--- config.mk ---
export PLATFORM = sky130hd
export DESIGN_NAME = zoom_coord_gen
export DESIGN_NICKNAME = d
export VERILOG_FILES = /design/src/rtl/zoom_pkg.sv /design/src/rtl/zoom_axis_dda.sv /design/src/rtl/zoom_coord_gen.sv
export SDC_FILE = /design/constraint.sdc
export NUM_CORES = 1
export LEC_CHECK = 0
export CAP_MARGIN = 0
export CORE_MARGIN = 2
export CORE_UTILIZATION = 40
export CTS_CLUSTER_DIAMETER = 30
export DETAILED_ROUTE_END_ITERATION = 16
export PLACE_DENSITY_LB_ADDON = 0.12
export SLEW_MARGIN = 20
export SYNTH_ARGS = -nofsm -noshare
export SYNTH_HDL_FRONTEND = slang
export SYNTH_SLANG_ARGS = --single-unit
--- constraint.sdc ---
create_clock -name clk -period 5.7 [get_ports clk]
set_input_delay 0.57 -clock clk [delete_from_list [all_inputs] [get_ports clk]]
set_output_delay 0.57 -clock clk [all_outputs]
set_load 0.03 [all_outputs]
--- src/rtl/zoom_pkg.sv ---
// Shared constants and FSM encoding for the zoom coordinate generator.
package zoom_pkg;

    // Fractional bits of the DDA and of the multiplier weight operand.
    localparam int ZOOM_FB  = 4;
    // Fixed-point 1.0 with ZOOM_FB fractional bits.
    localparam int ZOOM_ONE = 16;
    // Default coordinate width.
    localparam int ZOOM_CW  = 11;

    // Frame sequencing states.
    typedef enum logic [1:0] {
        ST_IDLE = 2'd0,
        ST_LOAD = 2'd1,
        ST_RUN  = 2'd2,
        ST_FIN  = 2'd3
    } zoom_state_e;

    // Step registers are CW+FB wide; accumulators get one extra bit of headroom.
    function automatic int zoom_step_width(input int cw);
        return cw + ZOOM_FB;
    endfunction

    function automatic int zoom_acc_width(input int cw);
        return cw + ZOOM_FB + 1;
    endfunction

endpackage

--- src/rtl/zoom_axis_dda.sv ---
// Single-axis fixed-point DDA: accumulator with saturating add, frame/line
// preset and edge clamp. Produces the coordinate of the *next* accumulator
// value so the parent can register it into its output stage.
// Optional macro ZOOM_CENTER_ALIGN_EN: preset (step-1.0)/2 for downscale steps.
module zoom_axis_dda
    import zoom_pkg::*;
#(
    parameter int CW = ZOOM_CW,
    parameter int FB = ZOOM_FB
) (
    input  logic          clk,
    input  logic          rst,
    input  logic [CW+FB-1:0] step_i,
    input  logic [CW-1:0] dim_i,
    input  logic          preset_i,
    input  logic          adv_i,
    output logic [CW-1:0] src_o,
    output logic [FB-1:0] frac_o,
    output logic [FB-1:0] ifrac_o
);

    localparam int SW = zoom_step_width(CW);
    localparam int AW = zoom_acc_width(CW);

    logic [AW-1:0] acc_q;
    logic [AW-1:0] acc_d;
    logic [AW-1:0] preset_val;
    logic [AW-1:0] acc_sat;
    logic [AW:0]   sum_full;
    logic [CW:0]   int_part;
    logic [CW-1:0] dim_m1;

`ifdef ZOOM_CENTER_ALIGN_EN
    localparam logic [SW-1:0] ONE_S = SW'(ZOOM_ONE);
    // Centre alignment only matters when shrinking (step above 1.0).
    assign preset_val = (step_i > ONE_S) ? {1'b0, (step_i - ONE_S) >> 1} : '0;
`else
    assign preset_val = '0;
`endif

    // Saturate at all-ones instead of wrapping back to the left edge.
    assign sum_full = {1'b0, acc_q} + {2'b00, step_i};
    assign acc_sat  = sum_full[AW] ? {AW{1'b1}} : sum_full[AW-1:0];

    // Next accumulator value: preset wins over advance, otherwise hold.
    always_comb begin
        acc_d = acc_q;
        if (preset_i) begin
            acc_d = preset_val;
        end else if (adv_i) begin
            acc_d = acc_sat;
        end
    end

    // Accumulator register.
    always_ff @(posedge clk) begin
        if (rst) begin
            acc_q <= '0;
        end else begin
            acc_q <= acc_d;
        end
    end

    assign int_part = acc_d[AW-1:FB];
    assign dim_m1   = dim_i - CW'(1);

    // Clamp to the last source pixel; 0/1-pixel sources always give pixel 0.
    always_comb begin
        src_o  = '0;
        frac_o = '0;
        if (dim_i > CW'(1)) begin
            if (int_part >= {1'b0, dim_m1}) begin
                src_o = dim_m1;
            end else begin
                src_o  = int_part[CW-1:0];
                frac_o = acc_d[FB-1:0];
            end
        end
    end

    assign ifrac_o = ~frac_o;

endmodule

--- src/rtl/zoom_coord_gen.sv ---
// Raster-order source coordinate and weight generator for the zoom datapath.
// Handshake: a beat is transferred on a rising edge where out_valid_o and
// out_ready_i are both high; while out_valid_o is high and out_ready_i low all
// beat outputs hold; out_valid_o never drops without a transfer except on rst.
// Optional macro ZOOM_CENTER_ALIGN_EN (in zoom_axis_dda): centre-aligned presets.
module zoom_coord_gen
    import zoom_pkg::*;
#(
    parameter int CW = ZOOM_CW,
    parameter int FB = ZOOM_FB
) (
    input  logic             clk,
    input  logic             rst,
    input  logic             start_i,
    input  logic [CW-1:0]    src_w_i,
    input  logic [CW-1:0]    src_h_i,
    input  logic [CW-1:0]    out_w_i,
    input  logic [CW-1:0]    out_h_i,
    input  logic [CW+FB-1:0] step_x_i,
    input  logic [CW+FB-1:0] step_y_i,
    output logic             busy_o,
    output logic             done_o,
    output logic             out_valid_o,
    input  logic             out_ready_i,
    output logic [CW-1:0]    src_x_o,
    output logic [CW-1:0]    src_y_o,
    output logic [FB-1:0]    frac_x_o,
    output logic [FB-1:0]    frac_y_o,
    output logic [FB-1:0]    ifrac_x_o,
    output logic [FB-1:0]    ifrac_y_o,
    output logic             sol_o,
    output logic             eol_o,
    output logic             sof_o,
    output logic             eof_o,
    output logic [1:0]       state_dbg_o
);

    zoom_state_e state_q, state_d;

    logic [CW-1:0]    src_w_q, src_w_d, src_h_q, src_h_d;
    logic [CW-1:0]    out_w_q, out_w_d, out_h_q, out_h_d;
    logic [CW+FB-1:0] step_x_q, step_x_d, step_y_q, step_y_d;
    logic [CW-1:0]    x_q, x_d, y_q, y_d;
    logic             busy_q, busy_d, done_q, done_d, valid_q, valid_d;
    logic [CW-1:0]    sx_q, sx_d, sy_q, sy_d;
    logic [FB-1:0]    fx_q, fx_d, fy_q, fy_d, ifx_q, ifx_d, ify_q, ify_d;
    logic             sol_q, sol_d, eol_q, eol_d, sof_q, sof_d, eof_q, eof_d;

    logic             accept, last_x, last_px;
    logic             x_preset, x_adv, y_preset, y_adv;
    logic [CW-1:0]    nx, ny;
    logic [CW-1:0]    sx_nxt, sy_nxt;
    logic [FB-1:0]    fx_nxt, fy_nxt, ifx_nxt, ify_nxt;

    // Handshake and raster position decode for the current beat.
    assign accept  = (state_q == ST_RUN) && valid_q && out_ready_i;
    assign last_x  = (x_q == out_w_q - CW'(1));
    assign last_px = last_x && (y_q == out_h_q - CW'(1));
    assign nx      = last_x ? '0 : x_q + CW'(1);
    assign ny      = last_x ? y_q + CW'(1) : y_q;

    // Axis controls: both presets in LOAD; x restarts each line, y steps per line.
    assign x_preset = (state_q == ST_LOAD) || (accept && last_x && !last_px);
    assign x_adv    = accept && !last_x;
    assign y_preset = (state_q == ST_LOAD);
    assign y_adv    = accept && last_x && !last_px;

    zoom_axis_dda #(.CW(CW), .FB(FB)) u_dda_x (
        .clk      (clk),
        .rst      (rst),
        .step_i   (step_x_q),
        .dim_i    (src_w_q),
        .preset_i (x_preset),
        .adv_i    (x_adv),
        .src_o    (sx_nxt),
        .frac_o   (fx_nxt),
        .ifrac_o  (ifx_nxt)
    );

    zoom_axis_dda #(.CW(CW), .FB(FB)) u_dda_y (
        .clk      (clk),
        .rst      (rst),
        .step_i   (step_y_q),
        .dim_i    (src_h_q),
        .preset_i (y_preset),
        .adv_i    (y_adv),
        .src_o    (sy_nxt),
        .frac_o   (fy_nxt),
        .ifrac_o  (ify_nxt)
    );

    // Next-state and next-beat logic; everything holds unless a case updates it.
    always_comb begin
        state_d  = state_q;
        src_w_d  = src_w_q;
        src_h_d  = src_h_q;
        out_w_d  = out_w_q;
        out_h_d  = out_h_q;
        step_x_d = step_x_q;
        step_y_d = step_y_q;
        x_d      = x_q;
        y_d      = y_q;
        valid_d  = valid_q;
        sx_d     = sx_q;
        sy_d     = sy_q;
        fx_d     = fx_q;
        fy_d     = fy_q;
        ifx_d    = ifx_q;
        ify_d    = ify_q;
        sol_d    = sol_q;
        eol_d    = eol_q;
        sof_d    = sof_q;
        eof_d    = eof_q;
        case (state_q)
            ST_IDLE: begin
                if (start_i) begin
                    state_d  = ST_LOAD;
                    src_w_d  = src_w_i;
                    src_h_d  = src_h_i;
                    out_w_d  = out_w_i;
                    out_h_d  = out_h_i;
                    step_x_d = step_x_i;
                    step_y_d = step_y_i;
                end
            end
            ST_LOAD: begin
                x_d = '0;
                y_d = '0;
                if ((out_w_q == '0) || (out_h_q == '0)) begin
                    state_d = ST_FIN;
                end else begin
                    state_d = ST_RUN;
                    valid_d = 1'b1;
                    sx_d    = sx_nxt;
                    sy_d    = sy_nxt;
                    fx_d    = fx_nxt;
                    fy_d    = fy_nxt;
                    ifx_d   = ifx_nxt;
                    ify_d   = ify_nxt;
                    sol_d   = 1'b1;
                    eol_d   = (out_w_q == CW'(1));
                    sof_d   = 1'b1;
                    eof_d   = (out_w_q == CW'(1)) && (out_h_q == CW'(1));
                end
            end
            ST_RUN: begin
                if (accept) begin
                    if (last_px) begin
                        state_d = ST_FIN;
                        valid_d = 1'b0;
                    end else begin
                        x_d   = nx;
                        y_d   = ny;
                        sx_d  = sx_nxt;
                        sy_d  = sy_nxt;
                        fx_d  = fx_nxt;
                        fy_d  = fy_nxt;
                        ifx_d = ifx_nxt;
                        ify_d = ify_nxt;
                        sol_d = (nx == '0);
                        eol_d = (nx == out_w_q - CW'(1));
                        sof_d = 1'b0;
                        eof_d = (nx == out_w_q - CW'(1)) && (ny == out_h_q - CW'(1));
                    end
                end
            end
            ST_FIN: begin
                state_d = ST_IDLE;
            end
            default: begin
                state_d = ST_IDLE;
            end
        endcase
        busy_d = (state_d != ST_IDLE);
        done_d = (state_d == ST_FIN);
    end

    // State, configuration, counters and registered outputs.
    always_ff @(posedge clk) begin
        if (rst) begin
            state_q  <= ST_IDLE;
            src_w_q  <= '0;
            src_h_q  <= '0;
            out_w_q  <= '0;
            out_h_q  <= '0;
            step_x_q <= '0;
            step_y_q <= '0;
            x_q      <= '0;
            y_q      <= '0;
            busy_q   <= 1'b0;
            done_q   <= 1'b0;
            valid_q  <= 1'b0;
            sx_q     <= '0;
            sy_q     <= '0;
            fx_q     <= '0;
            fy_q     <= '0;
            ifx_q    <= '0;
            ify_q    <= '0;
            sol_q    <= 1'b0;
            eol_q    <= 1'b0;
            sof_q    <= 1'b0;
            eof_q    <= 1'b0;
        end else begin
            state_q  <= state_d;
            src_w_q  <= src_w_d;
            src_h_q  <= src_h_d;
            out_w_q  <= out_w_d;
            out_h_q  <= out_h_d;
            step_x_q <= step_x_d;
            step_y_q <= step_y_d;
            x_q      <= x_d;
            y_q      <= y_d;
            busy_q   <= busy_d;
            done_q   <= done_d;
            valid_q  <= valid_d;
            sx_q     <= sx_d;
            sy_q     <= sy_d;
            fx_q     <= fx_d;
            fy_q     <= fy_d;
            ifx_q    <= ifx_d;
            ify_q    <= ify_d;
            sol_q    <= sol_d;
            eol_q    <= eol_d;
            sof_q    <= sof_d;
            eof_q    <= eof_d;
        end
    end

    assign busy_o      = busy_q;
    assign done_o      = done_q;
    assign out_valid_o = valid_q;
    assign src_x_o     = sx_q;
    assign src_y_o     = sy_q;
    assign frac_x_o    = fx_q;
    assign frac_y_o    = fy_q;
    assign ifrac_x_o   = ifx_q;
    assign ifrac_y_o   = ify_q;
    assign sol_o       = sol_q;
    assign eol_o       = eol_q;
    assign sof_o       = sof_q;
    assign eof_o       = eof_q;
    assign state_dbg_o = state_q;

endmodule
Word-level counts from Yosys, hierarchy flattened
Cells that the tools add are included.

Flip-flop bits (word level): 175. Latch bits: 0. Memory bits (writable): 0. Bits in read-only memories: 0. Word-level logic and storage cells: 143. Memories kept: 0.

Add/subtract/negate cells: 8. Multipliers: 0. Div/mod/pow operators: 0. $lt $le $gt $ge: 4. Equality and inequality tests: 14. Shift-type cells: 0. Muxes and demuxes: 69. Bitwise logic cells: 2. Reduce and logical (&&, ||, !) cells: 22.

Operator list (count): $mux 11 (16); $mux 16 (6); $pmux 11 s2 (4); $mux 4 (16); $eq 11x11->1 (4); $sub 11x1->11 const B (4); $add 16x15->17 (2); $logic_not 11->1 (3); $pmux 4 s2 (4); $ge 12x11->1 (2); $add 11x1->11 const B (2); $eq 11x1->1 const B (2); $gt 11x1->1 const B (2); $mux 1 (14); $pmux 1 s2 (5); $logic_and 1x1->1 (8); $ne 2x2->1 const B (4); $not 4->4 (2); $pmux 2 s4 (1); $reduce_and 4->1 (2); $eq 2x2->1 const B (3); $mux 2 (3); $reduce_bool 2->1 (2); $reduce_and 3->1 (1); 5 further kinds (7).

Longest topological paths before layout
Depth after elaboration: 14. Gate-level depth with buffers: 25. Mapped depth without buffers: 21.

Hierarchy
Synthesis repeated with hierarchy kept, for this count alone.

Cells, all modules: 1385. Area, all modules: 11234.5 um^2.

Modules (own cells, without submodules): zoom_coord_gen (instances 1, cells an instance 821, area an instance 6885.4 um^2, sequential area each 2862.7 um^2); zoom_axis_dda (instances 2, cells an instance 282, area an instance 2174.6 um^2, sequential area each 320.3 um^2).

Least setup slack after synthesis
Ideal clock, no wire load.

Path kind: reg-to-reg. From: reg out_w_q[0]. To: reg sx_q[7] (netlist: src_x_o[7]). Arrival: 4833 ps. Setup slack: 750 ps. Cell stages (with the launch flop): 23. Period minus slack after synthesis: 4950 ps. Path through: dfxtp_1 > or4_4 > nor4_1 > mux2i_1 > and4_4 > nand4_1 > nor3_4 > nor2_1 > clkbuf_1 > o221ai_1 > inv_1 > ha_1 > a21o_1 > a21oi_1 > nor2b_1 > o21ai_0 > a21oi_1 > o41a_1 > a311o_1 > buf_6 > buf_6 > mux2i_1 > a22o_1.

Word-level cells in the longest chain between the ends: 13. Elaborated cells between the ends (all ways): 23. Classes of those cells: add/sub: 1; order compare: 1; eq/ne: 3; mux: 8; reduce/logical: 10.

RTL lines: start, declared (RTL line zoom_coord_gen.sv:41) `logic [CW-1:0] out_w_q, out_w_d, out_h_q, out_h_d;`; start signal, assigned (RTL line zoom_coord_gen.sv:207) `out_w_q <= out_w_d;`; $sub 11x1->11 (*) (RTL line zoom_coord_gen.sv:57) `assign last_x = (x_q == out_w_q - CW'(1));`; $eq 11x11->1 (*) (RTL line zoom_coord_gen.sv:57); $logic_and 1x1->1 (RTL line zoom_coord_gen.sv:58) `assign last_px = last_x && (y_q == out_h_q - CW'(1));`; $logic_not 1->1 (RTL line zoom_coord_gen.sv:63) `assign x_preset = (state_q == ST_LOAD) || (accept && last_x && !last_px);`; $logic_and 1x1->1 (RTL line zoom_coord_gen.sv:63); $logic_or 1x1->1 (RTL line zoom_coord_gen.sv:63); $mux 16 (*) (RTL line zoom_axis_dda.sv:48) `if (preset_i) begin`; named net u_dda_x.acc_d[5] (RTL line zoom_axis_dda.sv:26) `logic [AW-1:0] acc_d;`; $ge 12x11->1 (*) (RTL line zoom_axis_dda.sv:72) `if (int_part >= {1'b0, dim_m1}) begin`; $mux 11 (*) (RTL line zoom_axis_dda.sv:72); $mux 11 (*) (RTL line zoom_axis_dda.sv:71) `if (dim_i > CW'(1)) begin`; $mux 11 (RTL line zoom_coord_gen.sv:148) `if (last_px) begin`; $mux 11 (RTL line zoom_coord_gen.sv:147) `if (accept) begin`; $pmux 11 s2 (*) (RTL line zoom_coord_gen.sv:114) `case (state_q)`; end signal, assigned (RTL line zoom_coord_gen.sv:193) `sx_q <= '0;`; end signal, assigned (RTL line zoom_coord_gen.sv:216) `sx_q <= sx_d;`; end, declared (RTL line zoom_coord_gen.sv:45) `logic [CW-1:0] sx_q, sx_d, sy_q, sy_d;`.

Mark *: on every way through the listed nets, which the timed path passes. The rest lies on a longest branch. The select of a mux whose other input is x is not followed. A chain may end at the register's enable or synchronous reset.

Final worst setup path
From: reg out_w_q[0]. To: reg sy_q[9] (netlist: src_y_o[9]).

Word-level cells in the longest chain between the ends: 13. Elaborated cells between the ends (all ways): 20. Classes of those cells: add/sub: 1; order compare: 1; eq/ne: 3; mux: 8; reduce/logical: 7.

RTL lines: $sub 11x1->11 (RTL line zoom_coord_gen.sv:57); $eq 11x11->1 (RTL line zoom_coord_gen.sv:57); $logic_and 1x1->1 (RTL line zoom_coord_gen.sv:58); $logic_not 1->1 (RTL line zoom_coord_gen.sv:66) `assign y_adv = accept && last_x && !last_px;`; $logic_and 1x1->1 (RTL line zoom_coord_gen.sv:66); $mux 16 (RTL line zoom_axis_dda.sv:50) `end else if (adv_i) begin`; $mux 16 (RTL line zoom_axis_dda.sv:48); $ge 12x11->1 (RTL line zoom_axis_dda.sv:72); $mux 11 (RTL line zoom_axis_dda.sv:72); $mux 11 (RTL line zoom_axis_dda.sv:71); $mux 11 (RTL line zoom_coord_gen.sv:148); $mux 11 (RTL line zoom_coord_gen.sv:147); $pmux 11 s2 (RTL line zoom_coord_gen.sv:114); end signal, assigned (RTL line zoom_coord_gen.sv:217) `sy_q <= sy_d;`; end, declared (RTL line zoom_coord_gen.sv:45).

Parallel ways exist; a longest one is shown, timed or not. The select of a mux whose other input is x is not followed.

==> results.json <==
{
  "status": "completed",
  "critical_path.most_common_cell": "a21oi_1",
  "cts.path.max_buffers": 2,
  "yosysTopAreaCell": "dfxtp_1",
  "start_util_pct": 40.40,
  "gr-total-overflow": 0,
  "post-route-min-period_ns": 5.255,
  "rr_startpoint": "out_w_q[0]",
  "antenna_cells": 0,
  "yosys-top-cells-count": "213 x nand2_1, 175 x dfxtp_1, 123 x a21oi_1, 109 x nor2_1, 66 x ha_1",
  "firstDrtPassIters": 5,
  "crit_chain": "or4_4, nor4_2, mux2i_1, and4_4, nand4_1, nor3_4, buf_4, nand3_1, o211ai_1, ha_1, nand2b_1, a21oi_1, nor2b_1, o21ai_0, a21oi_1, o21ai_0, a21oi_1, a211oi_2, buf_4, mux2i_1, a22o_1",
  "synthToLayoutAreaGrowth_pct": 20.11,
  "arrival_ns": 5.65,
  "drt-vias-per-instance": 5.393,
  "cts_hold_buf": 0,
  "startpoint_type": "flip-flop",
  "netlist-cell-type-count": 72,
  "hp-start": "src_y_o[7]",
  "grt.total_usage_pct": 20.79,
  "power_mw": 4.713,
  "p_per_area_nw_per_um2": 375.9,
  "die_area_um2": 27400,
  "synth_compound_area_share_pct": 19.16,
  "cp_slowest_cell": "or4_4",
  "drive_above_1_share_pct": 6.024,
  "antenna_found_initial": 0,
  "end_kind": "flip-flop",
  "crit_type": "flip-flop to flip-flop",
  "die_y_um": 165.5,
  "clock-root-buffer": "clkbuf_16",
  "numCtsBuffers": 17,
  "leakage_nw": 4.957,
  "internal_power_mw": 2.750,
  "rows": 59,
  "tightestPinTransition_ns": 0.8466,
  "drc": 0,
  "cts_max_level": 4,
  "slew_violations": 0,
  "synth.area.mux_share_pct": 2.733,
  "wl_per_cell_um": 16.24,
  "synthesis.nets": 1451,
  "async_reset_ff_share_pct": 0,
  "synth_fa_ha_area_share_pct": 8.295,
  "min-delay-path-class": "flip-flop to flip-flop",
  "critical_path_buf_inv_count": 2,
  "fin_nets": 1544,
  "synth-seq-cells": 175,
  "finClkSkew_ns": 0.01330,
  "fin_crit_sh_pct": 92.20,
  "synth-simple-area-share_pct": 23.40,
  "seq_area_frac_synth_pct": 33.57,
  "drv_cap": 0,
  "num_vias": 9417,
  "crit_start": "out_w_q[0]",
  "syn_area_um2": 10440,
  "synthXorXnorAreaFrac_pct": 8.367,
  "critPathMaxStageDelay_ns": 0.60,
  "io_pins": 125,
  "synth_warnings": 0,
  "synth_flop_cell": "dfxtp_1",
  "vdd_ir_drop_max_v": 0.0002120,
  "postRouteAntennaNets": 0,
  "crit_fanout": 35,
  "grt_max_degree": 67,
  "synth_enable_flop_cells": 0,
  "regArea_um2": 3503,
  "maxClockFrequency_ghz": 0.1903,
  "setup_viol_count_final": 0,
  "cts_tree": "yes",
  "grt_pass1_vias": 8792,
  "clkSinkCount": 175,
  "combPwrFrac_pct": 42.9,
  "synth_top_family_by_area": "simple AND/OR/NAND/NOR gates",
  "max_slew_margin_pct": 43.35,
  "post_cts_buffers": 0,
  "worstPathRequired_ns": 6.09,
  "synth.most_common_cell": "nand2_1",
  "synth_top_area_share_pct": 33.57,
  "multiInputGateArea_um2": 6494,
  "first_iter_violations": 543,
  "grt_pass1_wl_um": 45150,
  "die_w_um": 165.5,
  "power_frac_seq_pct": 33.3,
  "p_switching_mw": 1.964,
  "hpwl_um": 21140,
  "final_cells": 1746,
  "yosys-top-cells-area": "dfxtp_1 34%, ha_1 7.9%, nand2_1 7.7%",
  "whs_ns": 0.4548,
  "clkSlewWorstSetupHoldPaths_ns": 0.08,
  "core-area_um2": 25840,
  "routed_wl_um": 28360,
  "portBuffers": 124,
  "switching_share_pct": 41.66,
  "dp_cells": 1714,
  "p_clk_share_pct": 23.8,
  "hold_viol": 0,
  "syn_avg_cell_area_um2": 7.998,
  "clock_latency_ns": 0.44,
  "cp_top_family": "simple AND/OR/NAND/NOR gates",
  "fillers": 2538,
  "netlist_instances": 1305,
  "place.gp.congestion": 0.8758
}
[layout by cell type, fill, tap and decap left out, drive strengths merged, types with 4 or more instances in the layout]
master | Yosys | final
nor3 | 41 | 41
a31oi | 15 | 15
mux2 | 4 | 4
xnor2 | 62 | 62
a21oi | 123 | 123
o21ai | 49 | 49
a211oi | 8 | 8
a22o | 19 | 19
nor4 | 15 | 15
nand4 | 8 | 8
mux2i | 24 | 24
nand3 | 38 | 38
a311oi | 8 | 8
nor3b | 5 | 5
o211ai | 18 | 18
xor2 | 30 | 30
clkbuf | 56 | 19
buf | 17 | 24
a21o | 10 | 10
o31ai | 4 | 4
a22oi | 4 | 4
or2 | 6 | 6
clkdlybuf4s50 | 0 | 123
and3 | 8 | 8
nor2b | 10 | 10
nand3b | 8 | 8
nor2 | 110 | 110
dfxtp | 175 | 175
and2 | 15 | 15
nand2b | 6 | 6
a32o | 8 | 8
ha | 66 | 66
or4 | 9 | 9
o221ai | 12 | 12
nand2 | 213 | 213
inv | 41 | 50
or3 | 11 | 11
o21a | 7 | 7
[layer usage]
metal	track usage [%]	part of all wire (%)
met1	28.52	48
met2	33.70	45
met3	3.197	4.3
met4	6.191	2.1
met5	0	0
[cell families after synthesis]
| kind of cell | count (synthesis) |
|---|---|
| xor+xnor | 95 |
| flops | 175 |
| compound gates | 312 |
| fa+ha+maj | 68 |
| simple gates | 512 |
| mux | 28 |
| buf+inv | 115 |
[worst paths after layout]
path,end,slack [ns],cells after the start
hold reg to reg,src_y_o[7],0.45,2
setup / recovery,src_y_o[9],0.44,21
setup reg to reg,src_y_o[9],0.44,21
hold / removal,src_y_o[7],0.45,2
[per-stage QoR]
stage,area (um^2),util (%),setup TNS [ns],worst slack (ns)
global placement,11960,46.31,0,0.1571
finish,12540,48.52,0,0.4446
detailed placement,11960,46.31,-0.6042,-0.06950
global route,12540,48.52,-0.004654,-0.004654
floorplan,10440,-,0,0.7497
CTS,12520,48.45,0,0.2632
[state kept, by name, indices dropped and copies added (netlist names), 11 cells and up]
signal,flops
out_h_q,11
out_w_q,11
src_h_q,11
src_w_q,11
src_x_o,11
src_y_o,11
step_x_q,15
step_y_q,15
u_dda_x.acc_q,16
u_dda_y.acc_q,16
x_q,11
y_q,11
[area by class of cell]
type                            instances  share of cell area [%]
Clock buffer                           19                   3.453
Clock inverter                         13                  0.9481
Timing Repair Buffer                  147                   11.26
Tap cell                              335                   3.343
Multi-Input combinational cell       1015                   51.80
Inverter                               42                   1.257
Sequential cell                       175                   27.94
[timing repair]
action	CTS	global route
setup endpoints to repair	12	33
resized for setup	1	5
hold endpoints to repair	0	0
[worst min-delay path: cells and delay by family (launching register included)]
| family | cells | cell delay [ns] |
|---|---|---|
| DFF | 1 | 0.33 |
| and+or+nand+nor | 2 | 0.10 |
[power by group through the flow]
stage / clock (mW) / combinational, mW / sequential, mW
after floorplan: 0 / 1.37 / 1.63
final: 1.12 / 2.02 / 1.57
after CTS: 1.15 / 2.03 / 1.56
after global routing: 1.20 / 2.25 / 1.59
after global placement: 0 / 2.00 / 1.59
after detailed placement: 0 / 2.02 / 1.59
No activity file was read; power rests on OpenSTA's default activity.
